File: config.mk
export PLATFORM = sky130hd
export DESIGN_NAME = pu_lut_arg_collector
export DESIGN_NICKNAME = d
export VERILOG_FILES = /design/src/rtl/pu_lut_pkg.sv /design/src/rtl/pu_lut_arg_collector.sv
export SDC_FILE = /design/constraint.sdc
export NUM_CORES = 1
export LEC_CHECK = 0
export ABC_CLOCK_PERIOD_IN_PS = 1400
export CAP_MARGIN = 10
export CORE_MARGIN = 8
export CORE_UTILIZATION = 25
export CTS_CLUSTER_SIZE = 14
export DETAILED_ROUTE_END_ITERATION = 8
export MAX_ROUTING_LAYER = met4
export PLACE_DENSITY_LB_ADDON = 0.15
export SLEW_MARGIN = 10
export SYNTH_ARGS = -nofsm -noshare
export SYNTH_HDL_FRONTEND = slang
export SYNTH_SLANG_ARGS = --single-unit
export TNS_END_PERCENT = 5
File: constraint.sdc
create_clock -name i_clk -period 1.4 [get_ports i_clk]
set_input_delay 0.14 -clock i_clk [delete_from_list [all_inputs] [get_ports i_clk]]
set_output_delay 0.14 -clock i_clk [all_outputs]
set_load 0.005 [all_outputs]
File: src/rtl/pu_lut_pkg.sv
// Shared constants for the LUT processing unit: collector FSM state encoding
// and the default position of the invalid flag inside an operand's attribute word.
// Imported by the argument collector and by the LUT output stage.
package pu_lut_pkg;

  typedef enum logic [1:0] {
    ST_IDLE    = 2'd0,
    ST_COLLECT = 2'd1,
    ST_FULL    = 2'd2
  } pu_lut_state_e;

  localparam int PU_LUT_INVALID_IDX = 0;

endpackage : pu_lut_pkg

File: src/rtl/pu_lut_arg_collector.sv
// Purpose: collects ARG_COUNT boolean operands (one per i_signal_wr) into a LUT address.
// Latency: o_addr_valid rises the cycle after the last operand write; 1 operand/clk.
// Backpressure: o_addr/o_addr_invalid held while i_addr_ready=0; writes then are dropped and flagged.
// Ports: i_clk/i_rst (sync, active-high); i_signal_wr/i_signal_clr operand strobe and abort;
//        i_data_in/i_attr_in operand word and attributes; o_addr/o_addr_valid/i_addr_ready
//        LUT address handshake; o_addr_invalid OR of operand invalid flags; o_err_overflow sticky.
module pu_lut_arg_collector
  import pu_lut_pkg::*;
#(
  parameter int DATA_WIDTH = 32,
  parameter int ATTR_WIDTH = 4,
  parameter int INVALID    = PU_LUT_INVALID_IDX,
  parameter int ADDR_WIDTH = 4,
  parameter int ARG_COUNT  = 4
) (
  input  logic                  i_clk,
  input  logic                  i_rst,
  input  logic                  i_signal_wr,
  input  logic                  i_signal_clr,
  input  logic [DATA_WIDTH-1:0] i_data_in,
  input  logic [ATTR_WIDTH-1:0] i_attr_in,
  output logic [ADDR_WIDTH-1:0] o_addr,
  output logic                  o_addr_valid,
  input  logic                  i_addr_ready,
  output logic                  o_addr_invalid,
  output logic                  o_err_overflow
);

  localparam int IDX_W = $clog2(ARG_COUNT + 1);
  localparam logic [IDX_W-1:0] IDX_ONE  = IDX_W'(1);
  localparam logic [IDX_W-1:0] IDX_LAST = IDX_W'(ARG_COUNT - 1);
  // After the first operand of an address the FSM is already full when only one operand is needed.
  localparam pu_lut_state_e ST_AFTER_FIRST = (ARG_COUNT == 1) ? ST_FULL : ST_COLLECT;

  pu_lut_state_e         r_state, w_state_nxt;
  logic [ADDR_WIDTH-1:0] r_addr,  w_addr_nxt;
  logic [IDX_W-1:0]      r_idx,   w_idx_nxt;
  logic                  r_inv,   w_inv_nxt;
  logic                  r_err,   w_err_nxt;

  logic w_operand;
  logic w_op_inv;
  logic w_unused_attr;

  assign w_operand     = |i_data_in;
  assign w_op_inv      = i_attr_in[INVALID];
  // Only the invalid bit of the attribute word matters here.
  assign w_unused_attr = ^i_attr_in;

  always_comb begin
    w_state_nxt = r_state;
    w_addr_nxt  = r_addr;
    w_idx_nxt   = r_idx;
    w_inv_nxt   = r_inv;
    w_err_nxt   = r_err;

    unique case (r_state)
      // IDLE always holds addr=0, idx=0, flag=0, so it shares the collect path:
      // a write there lands in bit 0 exactly like the first write of COLLECT.
      ST_IDLE, ST_COLLECT: begin
        if (i_signal_clr) begin
          w_state_nxt = ST_IDLE;
          w_addr_nxt  = '0;
          w_idx_nxt   = '0;
          w_inv_nxt   = 1'b0;
        end else if (i_signal_wr) begin
          for (int k = 0; k < ARG_COUNT; k++) begin
            if (r_idx == IDX_W'(k)) begin
              w_addr_nxt[k] = w_operand;
            end
          end
          w_inv_nxt   = r_inv | w_op_inv;
          w_idx_nxt   = r_idx + IDX_ONE;
          w_state_nxt = (r_idx == IDX_LAST) ? ST_FULL : ST_COLLECT;
        end
      end

      // Clear is deliberately ignored here so a finished address is never lost.
      ST_FULL: begin
        if (i_addr_ready) begin
          if (i_signal_wr) begin
            // Back-to-back: the write in the handshake cycle opens the next address.
            w_addr_nxt  = ADDR_WIDTH'(w_operand);
            w_idx_nxt   = IDX_ONE;
            w_inv_nxt   = w_op_inv;
            w_state_nxt = ST_AFTER_FIRST;
          end else begin
            w_addr_nxt  = '0;
            w_idx_nxt   = '0;
            w_inv_nxt   = 1'b0;
            w_state_nxt = ST_IDLE;
          end
        end else if (i_signal_wr) begin
          w_err_nxt = 1'b1;
        end
      end

      default: begin
        w_state_nxt = ST_IDLE;
        w_addr_nxt  = '0;
        w_idx_nxt   = '0;
        w_inv_nxt   = 1'b0;
      end
    endcase
  end

  always_ff @(posedge i_clk) begin
    if (i_rst) begin
      r_state <= ST_IDLE;
      r_addr  <= '0;
      r_idx   <= '0;
      r_inv   <= 1'b0;
      r_err   <= 1'b0;
    end else begin
      r_state <= w_state_nxt;
      r_addr  <= w_addr_nxt;
      r_idx   <= w_idx_nxt;
      r_inv   <= w_inv_nxt;
      r_err   <= w_err_nxt;
    end
  end

  assign o_addr         = r_addr;
  assign o_addr_valid   = (r_state == ST_FULL);
  assign o_addr_invalid = r_inv;
  assign o_err_overflow = r_err;

endmodule : pu_lut_arg_collector

==> out/summary.txt, run 1 <==
row count - 19
hold-fix buffers at CTS - 0
post-synthesis mux area share - 0.0148
most numerous cell in the Yosys netlist - dfxtp_1
largest family of logic cells by synthesized area - simple AND/OR/NAND/NOR gates
vias in the first global route - 757
Slew HR - 0.794
period utilization - 0.940
Synth area leader - dfxtp_1
Die H - 68.1 µm
CP cell instances - buf_4 -> or3_4 -> nand2_8 -> mux2i_1 -> nor2_1
Final ANT Viol Nets - 0
via/cell ratio - 4.79
post-synth top area share - 0.325
Min Hold Slack - 450 ps
Setup Skew - 5.04 ps
Post-Synth Adder-Cell Area - 0.0923
drt drc - 0
Cell variety after synth - 27
RD Place Congestion - 0.819
Ports - 48
Layout area overhead - 83.0%
PortBufs - 44
Starting Density - 0.255
maximum clock frequency - 760 MHz
Main synth FF type - dfxtp_1
Compound-Gate Fraction of Synth Area - 0.183
crit path DAT - 1480 ps
synthesized area per cell - 8.92 µm²
Hold Vio Cnt, Final - 0
worst hold path class - reg2reg
Final Net Count - 178
Post-synth EDFFs - 0
Synthesized Nets - 122
cts bufs inserted - 3
number of max-cap violations - 0
synth top area cells - dfxtp_1, ha_1, nor4_1, o41ai_1, a211oi_2
crit path from - r_state[1]
Core Footprint - 2660 µm²
TritonCTS clock tree - done
die width - 68.1 µm
status - completed
worst path buffer plus inverter count - 1
Reg2Reg Depth - 5
RSZ-0062 raised after global routing - false
global-route wire length before repair - 3470 µm
ant diodes - 0
Endpoint, Worst Hold - o_err_overflow
CTS clock-pin slew for the worst setup and hold paths - 70 ps
total global routing overflow - 0
fraction of the mapped netlist area in simple logic gates - 0.332
DR iter-0 viols - 8
min cycle time layout - 1320 ps
max-slew violations - 0
WP depth - 5
peak fanout along the critical path - 5
Synth Register Bits - 11
# H-tree levels - 1
kind of cell adding the most delay to the critical path - simple AND/OR/NAND/NOR gates
sequential area share after synthesis - 0.325
share of cells above drive strength 1 - 0.176
Netlist Area Pre-Place - 678 µm²
Worst Tran Pin Value - 308 ps
CP Class - reg2reg
kind of start point of the critical path - flop
initial antenna violation count - 0
power per cell area - 602 nW/µm²
later-pin clock latency in the skew report - 270 ps
final setup fails - 0
synth cell count leaders - dfxtp_1, nor4_1, a21oi_1, ha_1, nor2_1
Clock Path Buffers - 2
clock root buffer - clkbuf_4
largest net degree at the start of global routing - 11
total number of vias - 776
data required time of the worst path - 1560 ps
Worst R2R Setup Slack - 80 ps
hold depth - 2
Gate Count Post-Synth - 76
reg2reg end - r_idx[2]
Synth Area in XOR/XNOR - 0
Worst Min Path Start - o_err_overflow
CP endpoint kind - flop
clock sink count - 11
drt pass-1 iters - 3
wire per inst - 14.0 µm
Reg-to-Reg Start - r_state[1]
slowest CP cell - or3_4
Post-CTS Setup Inserts - 0
fill cell count - 263
total track usage - 0.0988
slowest stage delay, CP - 440 ps
YS warnings - 0
LEAKAGE - 0.460 nW
HPWL Detailed - 1980 µm
Synth async-reset ratio - 0
VDD IR max - 0.620 mV
setup TNS - 0 ps
die area - 4630 µm²
final wirelength - 2260 µm
[power by group]
part	leakage (nW)	switching, mW	internal, mW	total (mW)
registers	0.0903	0.00805	0.324	0.332
logic	0.355	0.0629	0.141	0.204
clock network	0.0150	0.100	0.110	0.211
total	0.460	0.171	0.576	0.747
[layout by cell type (no fill, tap or decap), types with 2 or more instances in the layout]
master           synthesis  layout
nand3b_1                 2       2
buf_4                    0      10
a21oi_1                  5       5
dfxtp_1                 11      10
and3b_1                  2       2
nor4_1                   8       8
inv_1                    4       3
nand4_1                  4       4
nand3_1                  4       4
nand2_1                  3       3
nor2_1                   5       5
clkbuf_4                 0       3
ha_1                     5       5
a211oi_2                 2       2
o41ai_1                  4       4
clkdlybuf4s50_1          0      43
[cell families after synthesis]
family,Yosys count
AOI/OAI and AO/OA,17
adders and majority gates,5
buffers and inverters,7
DFF,11
muxes,1
and+or+nand+nor,35
[per-stage QoR]
stage	area (µm²)	setup WS (ps)	cells	power (mW)	utilization
2_1_floorplan	678	163	76	0.396	-
3_3_place_gp	1210	-137	158	0.538	0.455
3_5_place_dp	1210	-176	158	0.543	0.455
4_1_cts	1240	59.9	162	0.758	0.465
5_1_grt	1240	12.8	162	0.796	0.466
6_report	1240	84.4	162	0.747	0.466
[state kept, by name, summed over array words and instances, names as in the netlist]
signal	flops
o_err_overflow	1
o_addr	4
r_idx	3
r_state	2
o_addr_invalid	1
[worst register-to-register path: stages, from the launching register on]
cell and delay, ps:
dfxtp_2 320, buf_4 130, or3_4 440, nand2_8 100
mux2i_1 170, nor2_1 50
[layer usage]
metal / share of wire / global-route usage / vias to the layer above
met5: 0 / - / -
met4: 0.0044 / 0.0153 / 0
met3: 0.11 / 0.0442 / 2
met2: 0.46 / 0.171 / 27
met1: 0.42 / 0.103 / 346
li1: - / - / 401
[repair_timing]
| item | in CTS | in global routing |
|---|---|---|
| endpoints found under the setup margin | 1 | 2 |
| gates cloned | 0 | 0 |
| hold endpoints to repair | 0 | 0 |
| resized for setup | 2 | 4 |
[final cells by class]
class / instances / area, µm² / share of cell area
inverter: 4 / 15.0 / 0.0121
tap: 31 / 38.8 / 0.0313
sequential: 11 / 221 / 0.178
clock buffer: 4 / 26.3 / 0.0212
timing repair buffer: 54 / 514 / 0.414
multi-input combinational: 58 / 425 / 0.343
[how the worst max path moves through the flow]
stage and to:
2_1_floorplan r_idx[2], 3_3_place_gp r_idx[2], 3_5_place_dp o_addr[1], 4_1_cts o_addr[2], 5_1_grt o_addr[1], 6_report r_idx[2]
Note: power is estimated with default switching activity, not from simulation.
==> run 2: changes to the inputs <==
Settings changed: CAP_MARGIN 10 to unset.
==> results of run 2 <==
Same layout as run 1: the final DEF is identical, and so are final timing and power.
==> run 3: changes to the inputs <==
Settings changed: ABC_AREA set to 1, CORE_UTILIZATION 25 to 35.
==> run 3 against run 2 <==
Via count rose by 13%. Critical path depth is 4 lower. Synthesized cell count increased by 46%. Worst hold slack improved by 1.2 ps. Die area shrank 19%. Sequential power rose by 3%. Combinational power up 9.8%. Clock-buffer cell count stayed put. Largest power group unchanged. Critical endpoint is now o_addr[3]. Register-to-register slack better by 60 ps. Cell area is 0.71% lower. Flip-flop and latch count did not move. First-iteration DRC count fell by 63%.
==> out/summary.txt, run 3 <==
most common cell after layout, fill and taps aside - clkdlybuf4s50_1 (unchanged)
hold-fix buffers at CTS - 0 (unchanged)
max reg flops - 4 (unchanged)
Die H - 61.3 µm (was 68.1 µm)
period utilization - 0.908 (was 0.940)
Post-synth EDFFs - 0 (unchanged)
largest net degree at the start of global routing - 10 (was 11)
die area - 3750 µm² (was 4630 µm²)
Ports - 48 (unchanged)
commonest cells after routing, fill and taps aside - clkdlybuf4s50_1, nor2_1, nand2_1 (was clkdlybuf4s50_1, dfxtp_1, buf_4)
synth cell count leaders - nor2_1, nand2_1, inv_1 (was dfxtp_1, nor4_1, a21oi_1, ha_1, nor2_1)
Worst Min Path Start - o_addr_invalid (was o_err_overflow)
fraction of the mapped netlist area in simple logic gates - 0.354 (was 0.332)
RD Place Congestion - 0.897 (was 0.819)
final setup fails - 0 (unchanged)
Tot Pwr - 784 µW (was 747 µW)
Worst Tran Pin Value - 232 ps (was 308 ps)
Layout area overhead - 71.9% (was 83.0%)
wire per inst - 11.1 µm (was 14.0 µm)
Post-Synth Adder-Cell Area - 0.0873 (was 0.0923)
kind of start point of the critical path - flop (unchanged)
Endpoint, Worst Hold - o_addr_invalid (was o_err_overflow)
later-pin clock latency in the skew report - 260 ps (was 270 ps)
most numerous cell in the Yosys netlist - nor2_1 (was dfxtp_1)
Compound-Gate Fraction of Synth Area - 0.169 (was 0.183)
ant diodes - 0 (unchanged)
row count - 16 (was 19)
Post-CTS Setup Inserts - 0 (unchanged)
PortBufs - 44 (unchanged)
peak fanout along the critical path - 2 (was 5)
Synth Register Bits - 11 (unchanged)
Synth area leader - dfxtp_1 (unchanged)
setup TNS - 0 ps (unchanged)
post-synthesis mux area share - 0 (was 0.0148)
min cycle time layout - 1270 ps (was 1320 ps)
Final ANT Viol Nets - 0 (unchanged)
drt drc - 0 (unchanged)
Synth Area in XOR/XNOR - 0 (unchanged)
power per cell area - 636 nW/µm² (was 602 nW/µm²)
final core occ - 0.635 (was 0.466)
synth top area cells - dfxtp_1, nor2_1, nand2_1, ha_1, inv_1 (was dfxtp_1, ha_1, nor4_1, o41ai_1, a211oi_2)
share of cells above drive strength 1 - 0.106 (was 0.176)
Clock Path Buffers - 2 (unchanged)
die width - 61.3 µm (was 68.1 µm)
initial antenna violation count - 0 (unchanged)
total number of vias - 877 (was 776)
CTS clock-pin slew for the worst setup and hold paths - 80 ps (was 70 ps)
slowest stage delay, CP - 510 ps (was 440 ps)
status - completed (unchanged)
global-route wire length before repair - 3460 µm (was 3470 µm)
Reg-to-Reg Start - r_idx[0] (was r_state[1])
DR iter-0 viols - 3 (was 8)
worst hold path class - reg2reg (unchanged)
vias in the first global route - 930 (was 757)
CP endpoint kind - primary output (was flop)
TritonCTS clock tree - done (unchanged)
Reg2Reg Depth - 6 (was 5)
max-slew violations - 0 (unchanged)
clock sink count - 11 (unchanged)
HPWL Detailed - 1850 µm (was 1980 µm)
CP Class - reg2out (was reg2reg)
kind of cell adding the most delay to the critical path - buffers and inverters (was simple AND/OR/NAND/NOR gates)
total global routing overflow - 0 (unchanged)
via/cell ratio - 4.66 (was 4.79)
slowest CP cell - clkdlybuf4s50_1 (was or3_4)
maximum clock frequency - 787 MHz (was 760 MHz)
Synthesized Nets - 157 (was 122)
CP cell instances - clkdlybuf4s50_1 (was buf_4 -> or3_4 -> nand2_8 -> mux2i_1 -> nor2_1)
# H-tree levels - 1 (unchanged)
hold depth - 2 (unchanged)
largest family of logic cells by synthesized area - simple AND/OR/NAND/NOR gates (unchanged)
final wirelength - 2080 µm (was 2260 µm)
reg2reg end - o_addr[3] (was r_idx[2])
Slew HR - 0.844 (was 0.794)
Core Footprint - 1940 µm² (was 2660 µm²)
post-synth top area share - 0.307 (was 0.325)
Hold Vio Cnt, Final - 0 (unchanged)
drt pass-1 iters - 2 (was 3)
Starting Density - 0.369 (was 0.255)
Min Hold Slack - 452 ps (was 450 ps)
cts bufs inserted - 3 (unchanged)
Setup Skew - 5.87 ps (was 5.04 ps)
VDD IR max - 0.388 mV (was 0.620 mV)
Main synth FF type - dfxtp_1 (unchanged)
final non-filler cell total - 188 (was 162)
total track usage - 0.124 (was 0.0988)
LEAKAGE - 0.528 nW (was 0.460 nW)
YS warnings - 0 (unchanged)
crit path DAT - 1130 ps (was 1480 ps)
Synth async-reset ratio - 0 (unchanged)
sequential area share after synthesis - 0.307 (was 0.325)
Netlist Area Pre-Place - 717 µm² (was 678 µm²)
RSZ-0062 raised after global routing - false (unchanged)
worst path buffer plus inverter count - 1 (unchanged)
Worst R2R Setup Slack - 140 ps (was 80 ps)
Placed Cells - 184 (was 158)
Gate Count Post-Synth - 111 (was 76)
WP depth - 1 (was 5)
number of max-cap violations - 0 (unchanged)
data required time of the worst path - 1260 ps (was 1560 ps)
synthesized area per cell - 6.46 µm² (was 8.92 µm²)
Cell variety after synth - 19 (was 27)
Final Net Count - 208 (was 178)
clock root buffer - clkbuf_4 (unchanged)
==> run 3: changes by cell type in the layout (fill, tap and decap cells not counted), moves of 3 or more <==
cell and change:
a21oi_1 +4, buf_4 -8, inv_1 +10, nand2_1 +16, nand2_2 +3, nand4_1 -4
nor2_1 +24, nor4_1 -8, o21ai_0 +7, o41ai_1 -4
==> run 3: where the power goes <==
| group | internal [mW] | leakage [nW] | switching [mW] |
|---|---|---|---|
| Sequential | 0.330 | 0.0905 | 0.0108 |
| Combinational | 0.142 | 0.423 | 0.0819 |
| Clock | 0.110 | 0.0150 | 0.109 |
| Total | 0.582 | 0.528 | 0.202 |
==> run 3: final cells by class <==
type                       instances  area [µm²]
multi-input combinational         85         438
clock buffer                       4        26.3
fill                             195         709
timing repair buffer              46         454
tap                               27        33.8
inverter                          15        58.8
sequential                        11         221
==> run 3: how the worst max path moves through the flow <==
stage / to / slack (ps) / startpoint
global route: o_addr[3] / 50 / r_idx[0]
global placement: o_addr[2] / 20 / i_data_in[3]
floorplan: o_addr[3] / 280 / r_idx[0]
CTS: o_addr[3] / 90 / r_idx[0]
finish: o_addr[3] / 130 / o_addr[3]
detailed placement: o_addr[2] / -5 / i_signal_clr
==> run 3: cell families after synthesis <==
group                    count (synthesis)
AO/OA/AOI/OAI                           22
AND/OR/NAND/NOR                         58
flip-flops                              11
buffers and inverters                   15
adder cells (fa/ha/maj)                  5
==> run 3: repair_timing <==
| item | 4_1_cts | 5_1_grt |
|---|---|---|
| hold endpoints to repair | 0 | 0 |
| endpoints found under the setup margin | 1 | 1 |
| resized for setup | 1 | 1 |
==> run 3: metrics by stage <==
stage,setup WS (ps),instance area [µm²]
after floorplan,277,717
after global placement,23.9,1210
after detailed placement,-5.08,1210
after CTS,93.4,1230
after global routing,49.4,1230
final,129,1230
==> run 3: metal layers <==
metal / vias to the layer above / GRT usage / routed length, µm
li1: 453 / - / -
met1: 386 / 0.124 / 855
met5: - / - / 0
met4: 0 / 0.0764 / 46
met3: 4 / 0.0397 / 157
met2: 34 / 0.206 / 1020
==> RTL change 1 (flow settings as in run 3) <==
Set the parameter `DATA_WIDTH` to 24 (it was 32).
--- a/src/rtl/pu_lut_arg_collector.sv
+++ b/src/rtl/pu_lut_arg_collector.sv
@@ -7,7 +7,7 @@
 module pu_lut_arg_collector
   import pu_lut_pkg::*;
 #(
-  parameter int DATA_WIDTH = 32,
+  parameter int DATA_WIDTH = 24,
   parameter int ATTR_WIDTH = 4,
   parameter int INVALID    = PU_LUT_INVALID_IDX,
   parameter int ADDR_WIDTH = 4,
Ports: changed (resized i_data_in); port bits go from 48 to 40. The function was not compared with the original's and may differ.
==> RTL change 1 against run 3 <==
Area after synthesis grew 2.4%. Routed wire length decreased by 2.8%. Largest power group unchanged. Die area up 1.8%. Clock skew increased by 0.0020 ns. Final area fell by 4.4%. Setup slack worse by 0.055 ns. Power down 1.7%. Worst hold slack got worse by 0.011 ns. Sequential cell count is the same.
==> RTL change 1: results (changes against run 3) <==
- Crit path to: o_addr[3]
- Max Fanout on Critical Path: 4 (+2)
- CTS HTree Levels: 1 (unchanged)
- Final std cells w/o fill: 179 (-4.8%)
- Worst slew pin tran: 0.173 ns (-0.0586 ns)
- Total GRT Usage: 12.4% (-0.031 points)
- Async SR Flop Fraction: 0% (unchanged)
- Port Buf Inserts: 36 (-18%)
- CP top delay family: adder cells
- Syn_nets: 147 (-6.4%)
- Synth Area in Compound Gates: 12.8% (-4.2 points)
- GP Congestion: 0.873 (-2.7%)
- Drt total wl: 2020 um (-2.8%)
- WL met2: 997 um (-2.4%)
- Status: complete, no violations
- Global-route wire length before repair: 3460 um (-0.20%)
- Vias in the first global route: 808 (-13%)
- DP HPWL: 1680 um (-9.1%)
- Yosys cell types: 20 (+1)
- Switching Share: 27.6% (+1.9 points)
- Area of placed instances: 0.00114 mm2 (-5.2%)
- Reg2Reg Depth: 6 (unchanged)
- Most common library cells after synthesis: nor2_1 (25), nand2_1 (23), inv_1 (13)
- Iter 0 DRT Violations: 13 (+10)
- Worst hold path class: flop to flop
- Dpl cells: 174 (-5.4%)
- Mux cell area share after synthesis: 0% (unchanged)
- Min-delay src: o_addr_invalid
- M2 GR Usage: 22.2% (+1.6 points)
- Diodes inserted: 0 (unchanged)
- Worst-Skew Late Latency: 0.28 ns (+0.02 ns)
- Worst VDD drop: 0.385 mV (-0.58%)
- CP max stage delay: 0.35 ns (-0.16 ns)
- Grt met1 use: 12.8% (+0.34 points)
- Final cycle utilization of the critical path: 94.7% (+3.9 points)
- Synth Instances: 109 (-1.8%)
- Pre-CTS setup slack: 0.0319 ns (+0.0370 ns)
- Worst setup startpoint: r_idx[0]
- Signal arrival time at the worst endpoint: 1.55 ns (+0.42 ns)
- Post-synthesis sequential area ratio: 30.0% (-0.73 points)
- Final net count: 191 (-8.2%)
- Post-synth top flop: dfxtp_1
- TritonCTS Buffers: 3 (unchanged)
- CP max-delay cell: dfxtp_1
- DRT Pass-1 Iters: 4 (+2)
- Clock-pin slew on the worst setup and hold paths: 0.08 ns (about the same)
- Met3 wire len: 131 um (-17%)
- R2r setup slk: 0.07 ns (-0.07 ns)
- Hold Path End: o_addr_invalid
- Share of layout cells above drive strength 1: 15.1% (+4.6 points)
- Vias after detailed routing: 792 (-9.7%)
- Skew final: 0.00791 ns (+0.00204 ns)
- M1 WL: 883 um (+3.3%)
- Leakage: 0.528 nW (about the same)
- Area share of fa/ha/maj cells after synthesis: 8.52% (-0.21 points)
- WHS: 0.441 ns (-0.0107 ns)
- M3 GR Usage: 4.94% (+0.97 points)
- Longest Clk Path Bufs: 2 (unchanged)
- Xor-xnor portion of the synthesized cell area: 0% (unchanged)
- Main area contributors after synthesis: dfxtp_1 (30%), nor2_1 (13%), nand2_1 (12%)
## RTL change 1: cell types whose count changed after synthesis, moves of 2 or more
cell / before / now
nand3_1: 3 / 5
nor2_1: 29 / 25
o21ai_0: 8 / 3
a21oi_1: 9 / 7
nand2_1: 19 / 23
## RTL change 1: power by group through the flow
stage / Sequential (W) / Clock (W) / Combinational, W
detailed placement: 0.000345 / 0 / 0.000207
global route: 0.000340 / 0.000259 / 0.000231
finish: 0.000338 / 0.000227 / 0.000206
floorplan: 0.000345 / 0 / 0.0000869
global placement: 0.000344 / 0 / 0.000204
CTS: 0.000338 / 0.000229 / 0.000208
## RTL change 1: area by class of cell
type / count / area (um2)
timing repair buffer: 39 / 382
fill: 203 / 783
clock buffer: 3 / 22.5
inverter: 15 / 61.3
multi-input combinational: 83 / 453
sequential: 11 / 221
tap: 27 / 33.8
clock inverter: 1 / 5.00
## RTL change 1: repair_timing
item | 4_1_cts | 5_1_grt
endpoints found under the setup margin | 1 | 0
resized for setup | 2 | 0
buffers inserted | 1 | 0
==> RTL change 2 (config.mk and constraints of run 3) <==
Without the edit above. Make the reset (`i_rst`) asynchronous in one clocked block.
--- a/src/rtl/pu_lut_arg_collector.sv
+++ b/src/rtl/pu_lut_arg_collector.sv
@@ -104,7 +104,7 @@
     endcase
   end
 
-  always_ff @(posedge i_clk) begin
+  always_ff @(posedge i_clk or posedge i_rst) begin
     if (i_rst) begin
       r_state <= ST_IDLE;
       r_addr  <= '0;
Check against the original RTL: differs if i_rst is asserted again (counterexample within 4 cycles, from zero or initial values and one cycle with i_rst high); with i_rst held inactive, the same outputs for 10 cycles.
==> RTL change 2 against run 3 <==
Area after synthesis up 10%. Sequential power grew 17%. Critical path type unchanged. Die area grew 7.4%. Final area rose by 5.9%. Setup slack better by 0.0042 ns. Combinational power is 62% higher. First-iteration DRC count grew to 15 times the old value. Highest routed layer unchanged. Power up 25%. Routed wire length down 3.5%. Largest cell class unchanged. Sequential cell count did not move. Core utilization is 3.3 points lower. Largest power group unchanged.
==> RTL change 2: results (changes against run 3) <==
- R2r setup slk: 0.16 ns (+0.02 ns)
- Sequential share of cell area: 21.1% (+3.1 points)
- Reg2Reg Depth: 7 (+1)
- Total GRT Usage: 10.4% (-2.0 points)
- Worst slew pin tran: 0.432 ns (+0.200 ns)
- Longest Clk Path Bufs: 2 (unchanged)
- Most common library cells after synthesis: nand2_1 (25), inv_1 (24), nor2_1 (16)
- RR Startpoint: r_state[1]
- Synth Instances: 113 (+1.8%)
- Multi-input combinational cell area: 413 um2 (-5.7%)
- Max reg flops: 4 (unchanged)
- CP max-delay cell: clkdlybuf4s50_1
- Post-synth top flop: dfrtp_1
- Final cycle utilization of the critical path: 90.5% (-0.30 points)
- Clk sinks: 11 (unchanged)
- Vias in the first global route: 832 (-11%)
- Crit path to: o_addr[2]
- Signal arrival time at the worst endpoint: 1.13 ns (about the same)
- Post-synthesis sequential area ratio: 34.9% (+4.1 points)
- Syn_nets: 159 (+1.3%)
- TritonCTS Buffers: 3 (unchanged)
- Worst VDD drop: 0.592 mV (+53%)
- Max Fanout on Critical Path: 2 (unchanged)
- Diodes inserted: 0 (unchanged)
- Fillers: 213 (+9.2%)
- Worst-Skew Late Latency: 0.26 ns (about the same)
- Worst setup startpoint: o_addr[2]
- Global-route wire length before repair: 3460 um (unchanged)
- Fraction of area in non-clock buffers: 34.8% (-2.0 points)
- Area of placed instances: 0.00127 mm2 (+5.5%)
- Setup CP Type: flop to output port
- Worst hold path class: input pin to async pin
- Main area contributors after synthesis: dfrtp_1 (35%), nand2_1 (12%), inv_1 (11%)
- Status: complete, no violations
- Multi-input gate count: 75 (-12%)
- Util after Layout: 60.1% (-3.3 points)
- R2r endpoint: r_state[0]
- PD cells: 749 mW/mm2 (+18%)
- DP HPWL: 1760 um (-5.1%)
- Iter 0 DRT Violations: 44 (+41)
- Leakage: 0.641 nW (+21%)
- Drt total wl: 2010 um (-3.5%)
- Post-CTS Setup Bufs: 1 (+1)
- Clock-cell share: 2.01% (-0.12 points)
- DRT Pass-1 Iters: 4 (+2)
- CP max stage delay: between 0.5 and 0.6 ns
- Vias per cell: 4.35 (-6.7%)
- Final std cells w/o fill: 191 (+1.6%)
- Async SR Flop Fraction: 100% (+100 points)
- Skew final: 0.00218 ns (-0.00369 ns)
- Yosys cell types: 20 (+1)
- Largest net degree at the start of global routing: 12 (+2)
- Pre-CTS setup slack: 0.0972 ns (+0.102 ns)
- Inverters: 27 (+12)
- CP top delay family: buffers and inverters
- Clock-pin slew on the worst setup and hold paths: about 0.070 ns
- GP Congestion: 0.821 (-8.5%)
- Final net count: 210 (+0.96%)
- CTS root buffer: clkbuf_4
- Share of layout cells above drive strength 1: 9.82% (-0.74 points)
RTL change 2: cell types whose count changed after synthesis, sizes merged, moves of 2 or more:
| cell | before | now |
|---|---|---|
| dfrtp | 0 | 11 |
| nor2 | 31 | 18 |
| o31ai | 0 | 2 |
| dfxtp | 11 | 0 |
| o21ai | 10 | 5 |
| nand3 | 3 | 5 |
| a21oi | 10 | 5 |
| nand2 | 24 | 28 |
| inv | 15 | 27 |
| nand2b | 0 | 2 |
| and2 | 0 | 2 |
RTL change 2: layer usage:
metal	routed length [um]	track usage [%]	vias up	share of wire, %
met3	148	3.71	2	7.4
met4	12	2.51	0	0.60
li1	-	-	439	-
met5	0	-	-	0
met2	951	18.0	25	47
met1	893	11.1	365	44
RTL change 2: cells by family (layout without fill, tap and decap cells):
kind of cell / count (synthesis) / count (layout) / share of synthesized area [%]
AO/OA/AOI/OAI: 13 / 13 / 10.6
buffers and inverters: 27 / 77 / 12.8
AND/OR/NAND/NOR: 57 / 57 / 33.8
adder cells (fa/ha/maj): 5 / 5 / 7.92
flip-flops: 11 / 11 / 34.9
RTL change 2: worst min path at each step:
stage / slack, ns / depth (start not counted) / startpoint / end
3_3_place_gp: 0.46 / 2 / i_rst / o_addr[3]
6_report: 0.17 / 2 / i_rst / o_addr[0]
3_5_place_dp: 0.47 / 2 / i_rst / o_addr[0]
5_1_grt: 0.21 / 2 / i_rst / r_idx[0]
4_1_cts: 0.19 / 2 / i_rst / o_addr[3]
2_1_floorplan: -0.008 / 1 / i_rst / o_addr[0]
RTL change 2: power breakdown:
group / switching [W] / internal (W) / leakage (nW)
sequential: 0.0000310 / 0.000368 / 0.141
combinational: 0.000143 / 0.000220 / 0.485
clock: 0.000105 / 0.000110 / 0.0150
